### src/rtl/int_conditioner.sv
// rtl/int_conditioner.sv - synchronise, debounce, edge-detect and pulse-stretch external active-low interrupt pins
module int_conditioner #(
    parameter int CHANNELS        = 4,
    parameter int SYNC_STAGES     = 2,
    parameter int DEBOUNCE_CYCLES = 250,
    parameter int PULSE_CYCLES    = 4
) (
    input  logic                clk,
    input  logic                nreset,
    input  logic [CHANNELS-1:0] nint_raw,
    input  logic [CHANNELS-1:0] enable,
    input  logic [CHANNELS-1:0] clr_overrun,
    output logic [CHANNELS-1:0] int_out,
    output logic [CHANNELS-1:0] level,
    output logic [CHANNELS-1:0] overrun
);

    localparam int CW = $clog2(DEBOUNCE_CYCLES);
    localparam int PW = (PULSE_CYCLES > 1) ? $clog2(PULSE_CYCLES) : 1;
    localparam logic [CW-1:0] CNT_MAX   = CW'(DEBOUNCE_CYCLES - 1);
    localparam logic [PW-1:0] PCNT_INIT = PW'(PULSE_CYCLES - 1);

    typedef enum logic {
        IDLE  = 1'b0,
        PULSE = 1'b1
    } state_t;

    for (genvar ch = 0; ch < CHANNELS; ch++) begin : g_ch
        logic [SYNC_STAGES-1:0] sync_q, sync_d;
        logic                   stable_q, stable_d;
        logic                   stable_prev_q, stable_prev_d;
        logic [CW-1:0]          cnt_q, cnt_d;
        state_t                 state_q, state_d;
        logic [PW-1:0]          pcnt_q, pcnt_d;
        logic                   int_q, int_d;
        logic                   ovr_q, ovr_d;
        logic                   sync_out;
        logic                   event_w;
        logic                   ovr_set;

        assign sync_out = sync_q[SYNC_STAGES-1];
        // Assertion event: the debounced level fell on the previous edge.
        assign event_w  = stable_prev_q & ~stable_q;

        // Synchroniser shift and debounce: a new level must hold for DEBOUNCE_CYCLES edges.
        always_comb begin
            sync_d        = {sync_q[SYNC_STAGES-2:0], nint_raw[ch]};
            stable_d      = stable_q;
            stable_prev_d = stable_q;
            cnt_d         = '0;
            if (sync_out != stable_q) begin
                if (cnt_q == CNT_MAX) begin
                    stable_d = sync_out;
                    cnt_d    = '0;
                end else begin
                    cnt_d = cnt_q + 1'b1;
                end
            end
        end

        // Pulse FSM next state; an event while busy is lost and flagged as overrun.
        always_comb begin
            state_d = state_q;
            pcnt_d  = pcnt_q;
            int_d   = int_q;
            ovr_set = 1'b0;
            case (state_q)
                IDLE: begin
                    if (event_w && enable[ch]) begin
                        state_d = PULSE;
                        pcnt_d  = PCNT_INIT;
                        int_d   = 1'b1;
                    end
                end
                PULSE: begin
                    ovr_set = event_w;
                    if (pcnt_q == '0) begin
                        state_d = IDLE;
                        int_d   = 1'b0;
                    end else begin
                        pcnt_d = pcnt_q - 1'b1;
                    end
                end
                default: begin
                    state_d = IDLE;
                    int_d   = 1'b0;
                end
            endcase
            // Setting wins over a simultaneous clear so no lost event goes unreported.
            if (ovr_set) begin
                ovr_d = 1'b1;
            end else if (clr_overrun[ch]) begin
                ovr_d = 1'b0;
            end else begin
                ovr_d = ovr_q;
            end
        end

        // State registers; reset restores the idle (high) pin level so release creates no event.
        always_ff @(posedge clk or negedge nreset) begin
            if (!nreset) begin
                sync_q        <= '1;
                stable_q      <= 1'b1;
                stable_prev_q <= 1'b1;
                cnt_q         <= '0;
                state_q       <= IDLE;
                pcnt_q        <= '0;
                int_q         <= 1'b0;
                ovr_q         <= 1'b0;
            end else begin
                sync_q        <= sync_d;
                stable_q      <= stable_d;
                stable_prev_q <= stable_prev_d;
                cnt_q         <= cnt_d;
                state_q       <= state_d;
                pcnt_q        <= pcnt_d;
                int_q         <= int_d;
                ovr_q         <= ovr_d;
            end
        end

        assign int_out[ch] = int_q;
        assign level[ch]   = ~stable_q;
        assign overrun[ch] = ovr_q;
    end

endmodule
### config.mk
export PLATFORM = sky130hd
export DESIGN_NAME = int_conditioner
export DESIGN_NICKNAME = d
export VERILOG_FILES = /design/src/rtl/int_conditioner.sv
export SDC_FILE = /design/constraint.sdc
export NUM_CORES = 1
export LEC_CHECK = 0
export CELL_PAD_IN_SITES_DETAIL_PLACEMENT = 1
export CELL_PAD_IN_SITES_GLOBAL_PLACEMENT = 1
export CORE_MARGIN = 2
export CORE_UTILIZATION = 40
export CTS_CLUSTER_DIAMETER = 50
export CTS_CLUSTER_SIZE = 25
export DETAILED_ROUTE_END_ITERATION = 6
export HOLD_SLACK_MARGIN = 0.05
export PLACE_DENSITY = 0.8
export SLEW_MARGIN = 5
export SYNTH_ARGS = -nofsm -noshare
export SYNTH_HDL_FRONTEND = slang
export SYNTH_SLANG_ARGS = --single-unit
### constraint.sdc
create_clock -name clk -period 1.3 [get_ports clk]
set_input_delay 0.325 -clock clk [delete_from_list [all_inputs] [get_ports clk]]
set_output_delay 0.325 -clock clk [all_outputs]
set_load 0.01 [all_outputs]
==> flow_summary.toml, run 1 <==
[logic_synthesis]
yosysSeqAreaShare_pct = 55.8
synth_edf_count = 0
syn_avg_cell_area_um2 = 11.0
ys.flop_type = "dfrtp_1"
async_reset_ff_share_pct = 100
yosys-top-cells-count = "52 x dfrtp_1, 28 x inv_1, 21 x nor2_1"
ys_types = 34
synth_area_um2 = 3090
synth_top_area_share_pct = 42.2
yosysTopAreaCell = "dfrtp_1"
synth_warnings = 0
yosys_register_bits = 68
synth_area_leaders = "dfrtp_1 42%, dfstp_2 14%, ha_1 4.9%"
syn_nets = 307
syn_inst = 281
yosysMostFrequentCell = "dfrtp_1"

[setup_path]
cp.required_ns = 1.56
reg2reg_from = "g_ch[0].cnt_q[0]$_DFF_PN0_"
cp_max_fo = 4
worst-r2r-setup-slack_ns = -0.10
reg2regPathDepth = 4
worst-setup-path-type = "reg2reg"
crit_path_end_kind = "flip-flop"
crit_arrival_ns = 1.66
cpPeakStageDelay_ns = 0.47
r2r-end = "g_ch[0].cnt_q[7]$_DFF_PN0_"
crit_path_start_kind = "flip-flop"
worstPathCellList = "buf_4, nand2_1, or4b_1, a31oi_1"
critPathSlowestCell = "or4b_1"

[sta]
slew_headroom_pct = 75.9
rsz0062_at_grt = "true"
worst_slew_pin_slew_ns = 0.361
timing.final.crit_share_pct = 108
slew_violations = 0
fin_setup_tns_ns = -1.09
worst_slack_ns = -0.100
hold_viol = 0
max_freq_ghz = 0.714
fin_worst_skew_ns = 0.0101
finalSetupViolations = 29
min_period_ns = 1.40

[placement]
gp_congestion = 0.754
portBuffers = 25
hpwl_um = 4320
dp_cells = 432
placed_area_um2 = 3660

[floorplanning]
die_w_um = 91.8
ios = 26
die-area_um2 = 8430
chipHeight_um = 91.8
initial_core_util_pct = 40.6
rows = 32
core_area_um2 = 7610

[power]
p_leak_nw = 1.87
irDropWorstVdd_v = 0.000541
powerDensity_nw_per_um2 = 1040

[layout]
drive_gt1_share_pct = 42.6
area_growth_pct = 38.7
finalNetCount = 394
stdcell_area_um2 = 4280
final_core_util_pct = 56.3
antenna_cells = 0
fin_cells = 475
n_fill_cell = 820

[global_routing]
antenna_found_initial = 0
track_usage_pct = 17.0
grt_pass1_wl_um = 11200
grt_max_degree = 69
first_global_vias = 2448
grt_overflow = 0

[cts]
cts_buffer_depth = 2
cts-root-buf = "clkbuf_8"
cts.clk_slew.worst_paths_ns = 0.07
clk_latency_ns = 0.36
cts_tree = "yes"
cts_buffers = 9
cts.sinks = 68
htree_levels = 3

[min_path]
min_path_type = "reg2reg"
min_path_cells = 0
hold_end = "g_ch[0].sync_q[1]$_DFF_PN1_"
min-delay-start = "g_ch[0].sync_q[0]$_DFF_PN1_"

[drt]
drc = 0
vias = 2385
drt_wl_total_um = 7510
via_per_inst = 5.02
wire_per_inst_um = 15.8
first_pass_iters = 4
ant_nets = 0
drt_iter0_markers = 47

[run]
drv_cap = 0

[run_status]
violations = "setup timing"
outcome = "finished, violations left"
[report_power, final]
part	switching, W	leakage [nW]	internal, W
clock network	0.000857	0.102	0.00108
logic	0.000148	0.889	0.000155
registers	0.0000480	0.877	0.00217
total	0.00105	1.87	0.00340
[metrics by stage]
step | setup WS (ns) | total power [W] | hold slack [ns]
CTS | -0.0816 | 0.00445 | 0.360
global placement | -0.0959 | 0.00248 | 0.346
global route | -0.185 | 0.00464 | 0.366
detailed placement | -0.139 | 0.00250 | 0.349
finish | -0.100 | 0.00446 | 0.359
floorplan | 0.0111 | 0.00234 | 0.0294
[registers in the layout (all words and copies together), names as in the netlist]
name                flops
g_ch.stable_prev_d      4
g_ch.stable_prev_q      4
g_ch.pcnt_q             8
g_ch.sync_q             8
g_ch.state_q            4
g_ch.int_q              4
g_ch.ovr_q              4
g_ch.cnt_q             32
[layer usage]
metal | GRT usage (%) | up-vias | part of all wire, %
li1 | - | 1142 | -
met1 | 19.8 | 1202 | 43
met2 | 30.3 | 29 | 53
met3 | 3.53 | 12 | 2.1
met4 | 7.34 | 0 | 1.7
met5 | 0 | - | 0
[critical path, delay by kind of cell (launching register included)]
kind	cells	cell delay, ns
AND/OR/NAND/NOR	2	0.54
buffers and inverters	1	0.14
AO/OA/AOI/OAI	1	0.21
flip-flops	1	0.43
[cell families after synthesis]
family,count (synthesis),share of synthesized area [%]
XOR/XNOR,14,3.97
flip-flops,68,55.8
AO/OA/AOI/OAI,54,11.2
AND/OR/NAND/NOR,88,15.7
multiplexers,8,2.92
buffers and inverters,37,5.47
adder cells (fa/ha/maj),12,4.87
[area by class of cell]
type                            count  area, um^2  share of cell area (%)
Tap cell                          102         128                    2.98
Clock inverter                      6        88.8                    2.08
Timing Repair Buffer               85         691                    16.1
Clock buffer                       10         128                    2.98
Inverter                           28         105                    2.46
Multi-Input combinational cell    176        1410                    33.0
Sequential cell                    68        1730                    40.3
[worst max path at each step]
stage / from / endpoint / slack [ns] / depth (start not counted)
floorplan: g_ch[0].cnt_q[0]$_DFF_PN0_ / g_ch[0].cnt_q[6]$_DFF_PN0_ / 0.01 / 4
global placement: enable[3] / g_ch[3].pcnt_q[0]$_DFFE_PN0P_ / -0.1 / 4
detailed placement: enable[3] / g_ch[3].pcnt_q[0]$_DFFE_PN0P_ / -0.14 / 4
CTS: g_ch[3].stable_prev_d$_DFFE_PN1P_ / g_ch[3].cnt_q[6]$_DFF_PN0_ / -0.08 / 4
global route: g_ch[2].cnt_q[0]$_DFF_PN0_ / g_ch[2].cnt_q[4]$_DFF_PN0_ / -0.19 / 5
finish: g_ch[0].cnt_q[0]$_DFF_PN0_ / g_ch[0].cnt_q[7]$_DFF_PN0_ / -0.10 / 4
[cell usage in the layout, fill, tap and decap left out, drive strengths merged, types with 3 or more instances in the layout]
cell type and count:
a21oi 13, a31oi 7, a32o 4, buf 70, clkbuf 12, clkdlybuf4s50 12
dfrtp 52, dfstp 16, ha 12, inv 28, mux2 8, nand2 13
nand2b 11, nand3 13, nand3b 7, nand4 5, nor2 21, nor2b 3
o21ai 14, o21bai 8, o22a 4, or3 6, xnor2 7, xor2 7
[timing repair]
| item | CTS | global route |
|---|---|---|
| endpoints found under the setup margin | 32 | 50 |
| hold buffers | 1 | 0 |
| pin swaps | 11 | 19 |
| buffers inserted | 12 | 15 |
| resized for setup | 67 | 48 |
| endpoints found under the hold margin | 52 | 0 |
Power figures use the tool's default switching activity.
==> inputs of run 2 (changes only) <==
--- a/config.mk
+++ b/config.mk
@@ -14,4 +14,5 @@
 export DETAILED_ROUTE_END_ITERATION = 6
+export DONT_BUFFER_PORTS = 1
 export HOLD_SLACK_MARGIN = 0.05
-export PLACE_DENSITY = 0.8
+export PLACE_DENSITY = 0.74
 export SLEW_MARGIN = 5
==> constraint.sdc (replaced) <==
create_clock -name clk -period 1.3 [get_ports clk]
set_input_delay 0.26 -clock clk [delete_from_list [all_inputs] [get_ports clk]]
set_output_delay 0.26 -clock clk [all_outputs]
set_load 0.05 [all_outputs]
==> run 2 against run 1 <==
The flow finishes with violations (hold timing, setup timing). First-iteration DRC count rose by 51%. Combinational power shrank 28%. Cell count down 5.9%. Setup slack improved by 0.011 ns. Maximum frequency rose by 0.80%. Worst hold slack worse by 0.76 ns. Sequential power is essentially flat. Core utilization down 2.9 points. Sequential share of layout area is 2.3 points higher. Register-to-register slack better by 0.05 ns. Power decreased by 10%. Global-route usage shrank 0.51 points.
==> flow_summary.toml, run 2 (synthesized netlist as in run 1, its figures left out) <==
[run_status]
outcome = "finished, violations left"
violations = "hold timing, setup timing"

[sta]
finalSetupViolations = 12
hold_viol = 68
fin_worst_skew_ns = 0.00711
min_period_ns = 1.39
fin_hold_ws_ns = -0.397
rsz0062_at_grt = "true"
timing.final.crit_share_pct = 107
slew_headroom_pct = 68.1
slew_violations = 0
worst_slack_ns = -0.0891
max_freq_ghz = 0.720
worst_slew_pin_slew_ns = 0.479

[layout]
fin_cells = 447
largest_reg_flops = 32
layout_common_cells = "47 x dfrtp_1, 45 x buf_4, 22 x inv_1"
drive_gt1_share_pct = 43.8
antenna_cells = 0
top_regs = "g_ch.cnt_q: 32 flops, g_ch.pcnt_q: 8 flops, g_ch.sync_q: 8 flops"
layout_commonest_cell = "dfrtp_1"
top_register = "g_ch.cnt_q"
finalNetCount = 366
area_growth_pct = 31.5
final_core_util_pct = 53.3

[setup_path]
cp_max_fo = 4
reg2regPathDepth = 3
cpPeakStageDelay_ns = 0.59
critPathSlowestCell = "dfstp_2"
cp.required_ns = 1.04
worstPathCellList = "inv_2, buf_6"
worst_path_dominant_cell_family = "flip-flops"
crit_arrival_ns = 1.13
worst-setup-path-type = "reg2out"
crit_path_end_kind = "primary output"
crit_path_start_kind = "flip-flop"
worstPathBufferInverterCount = 2
worst-path-stages = 2

[drt]
ant_nets = 0
vias = 2250
drt_wl_total_um = 6550
via_per_inst = 5.03
drc = 0
wire_per_inst_um = 14.7
first_pass_iters = 4
drt_iter0_markers = 71

[run]
drv_cap = 0

[floorplanning]
die_w_um = 91.8
rows = 32
chipHeight_um = 91.8
core_area_um2 = 7610
initial_core_util_pct = 40.6
ios = 26
die-area_um2 = 8430

[placement]
gp_congestion = 0.761
hpwl_um = 4040
dp_cells = 408
portBuffers = 0

[power]
irDropWorstVdd_v = 0.000435
p_leak_nw = 1.71
powerDensity_nw_per_um2 = 988

[global_routing]
grt_overflow = 0
grt_pass1_wl_um = 11000
track_usage_pct = 16.5
first_global_vias = 2412
grt_max_degree = 69
antenna_found_initial = 0

[cts]
cts_tree = "yes"
cts.clk_slew.worst_paths_ns = 0.08
hold_buffers = 4
cts_buffer_depth = 2
clk_latency_ns = 0.35
cts-root-buf = "clkbuf_8"
cts_buffers = 9
cts.sinks = 68
htree_levels = 3

[min_path]
min_path_type = "in2async"
[run 2: changes by cell type in the layout (fill, tap and decap cells not counted), sizes merged]
cell	change
buf	-17
bufinv	-2
clkbuf	-3
clkdlybuf4s50	-12
clkinvlp	+2
dlygate4sd3	+3
inv	+1
[run 2: final cells by class]
cell class                 instances  area, um^2
timing repair buffer              57         475
clock buffer                       9         124
clock inverter                     7        52.6
tap                              102         128
fill                             829        3550
inverter                          28         105
sequential                        68        1730
multi-input combinational        176        1440
[run 2: repair_timing]
| action | 4_1_cts | 5_1_grt |
|---|---|---|
| resized for setup | 31 | 49 |
| pin swaps | 13 | 23 |
| endpoints found under the hold margin | 72 | 68 |
| setup endpoints to repair | 26 | 45 |
| buffers inserted | 10 | 10 |
[run 2: final timing paths]
path	startpoint	end	slack, ns
worst max-delay path	g_ch[2].stable_prev_d$_DFFE_PN1P_	level[2]	-0.09
worst min-delay path	nreset	g_ch[2].ovr_q$_DFFE_PN0P_	-0.40
worst max register to register	g_ch[3].stable_prev_d$_DFFE_PN1P_	g_ch[3].cnt_q[6]$_DFF_PN0_	-0.05
worst min register to register	g_ch[1].sync_q[0]$_DFF_PN1_	g_ch[1].sync_q[1]$_DFF_PN1_	0.36
max in group asynchronous	nreset	g_ch[1].sync_q[1]$_DFF_PN1_	1.49
min in group clk	clr_overrun[0]	g_ch[0].ovr_q$_DFFE_PN0P_	0.09
[run 2: report_power, final]
group          leakage (nW)  total [W]  internal [W]  switching [W]
clock network        0.0779    0.00157      0.000696       0.000872
logic                 0.759   0.000219      0.000116       0.000103
registers             0.876    0.00222       0.00217      0.0000507
[run 2: metrics by stage]
step / setup TNS (ns) / setup WS [ns] / cell area [um^2] / total power, W / hold slack (ns)
5_1_grt: -2.31 / -0.139 / 4060 / 0.00420 / -0.425
2_1_floorplan: 0 / 0.0111 / 3090 / 0.00234 / -0.0356
4_1_cts: -0.450 / -0.109 / 3790 / 0.00404 / -0.424
3_5_place_dp: -0.918 / -0.109 / 3410 / 0.00241 / -0.0331
3_3_place_gp: -0.0894 / -0.0425 / 3410 / 0.00239 / -0.0328
6_report: -0.412 / -0.0891 / 4060 / 0.00401 / -0.397
[run 2: layer usage]
| layer | up-vias | routed length, um | track usage, % |
|---|---|---|---|
| met2 | 28 | 3400 | 27.9 |
| met4 | 0 | 82 | 5.97 |
| met3 | 8 | 148 | 4.27 |
| li1 | 1085 | - | - |
| met1 | 1129 | 2920 | 20.4 |
| met5 | - | 0 | 0 |
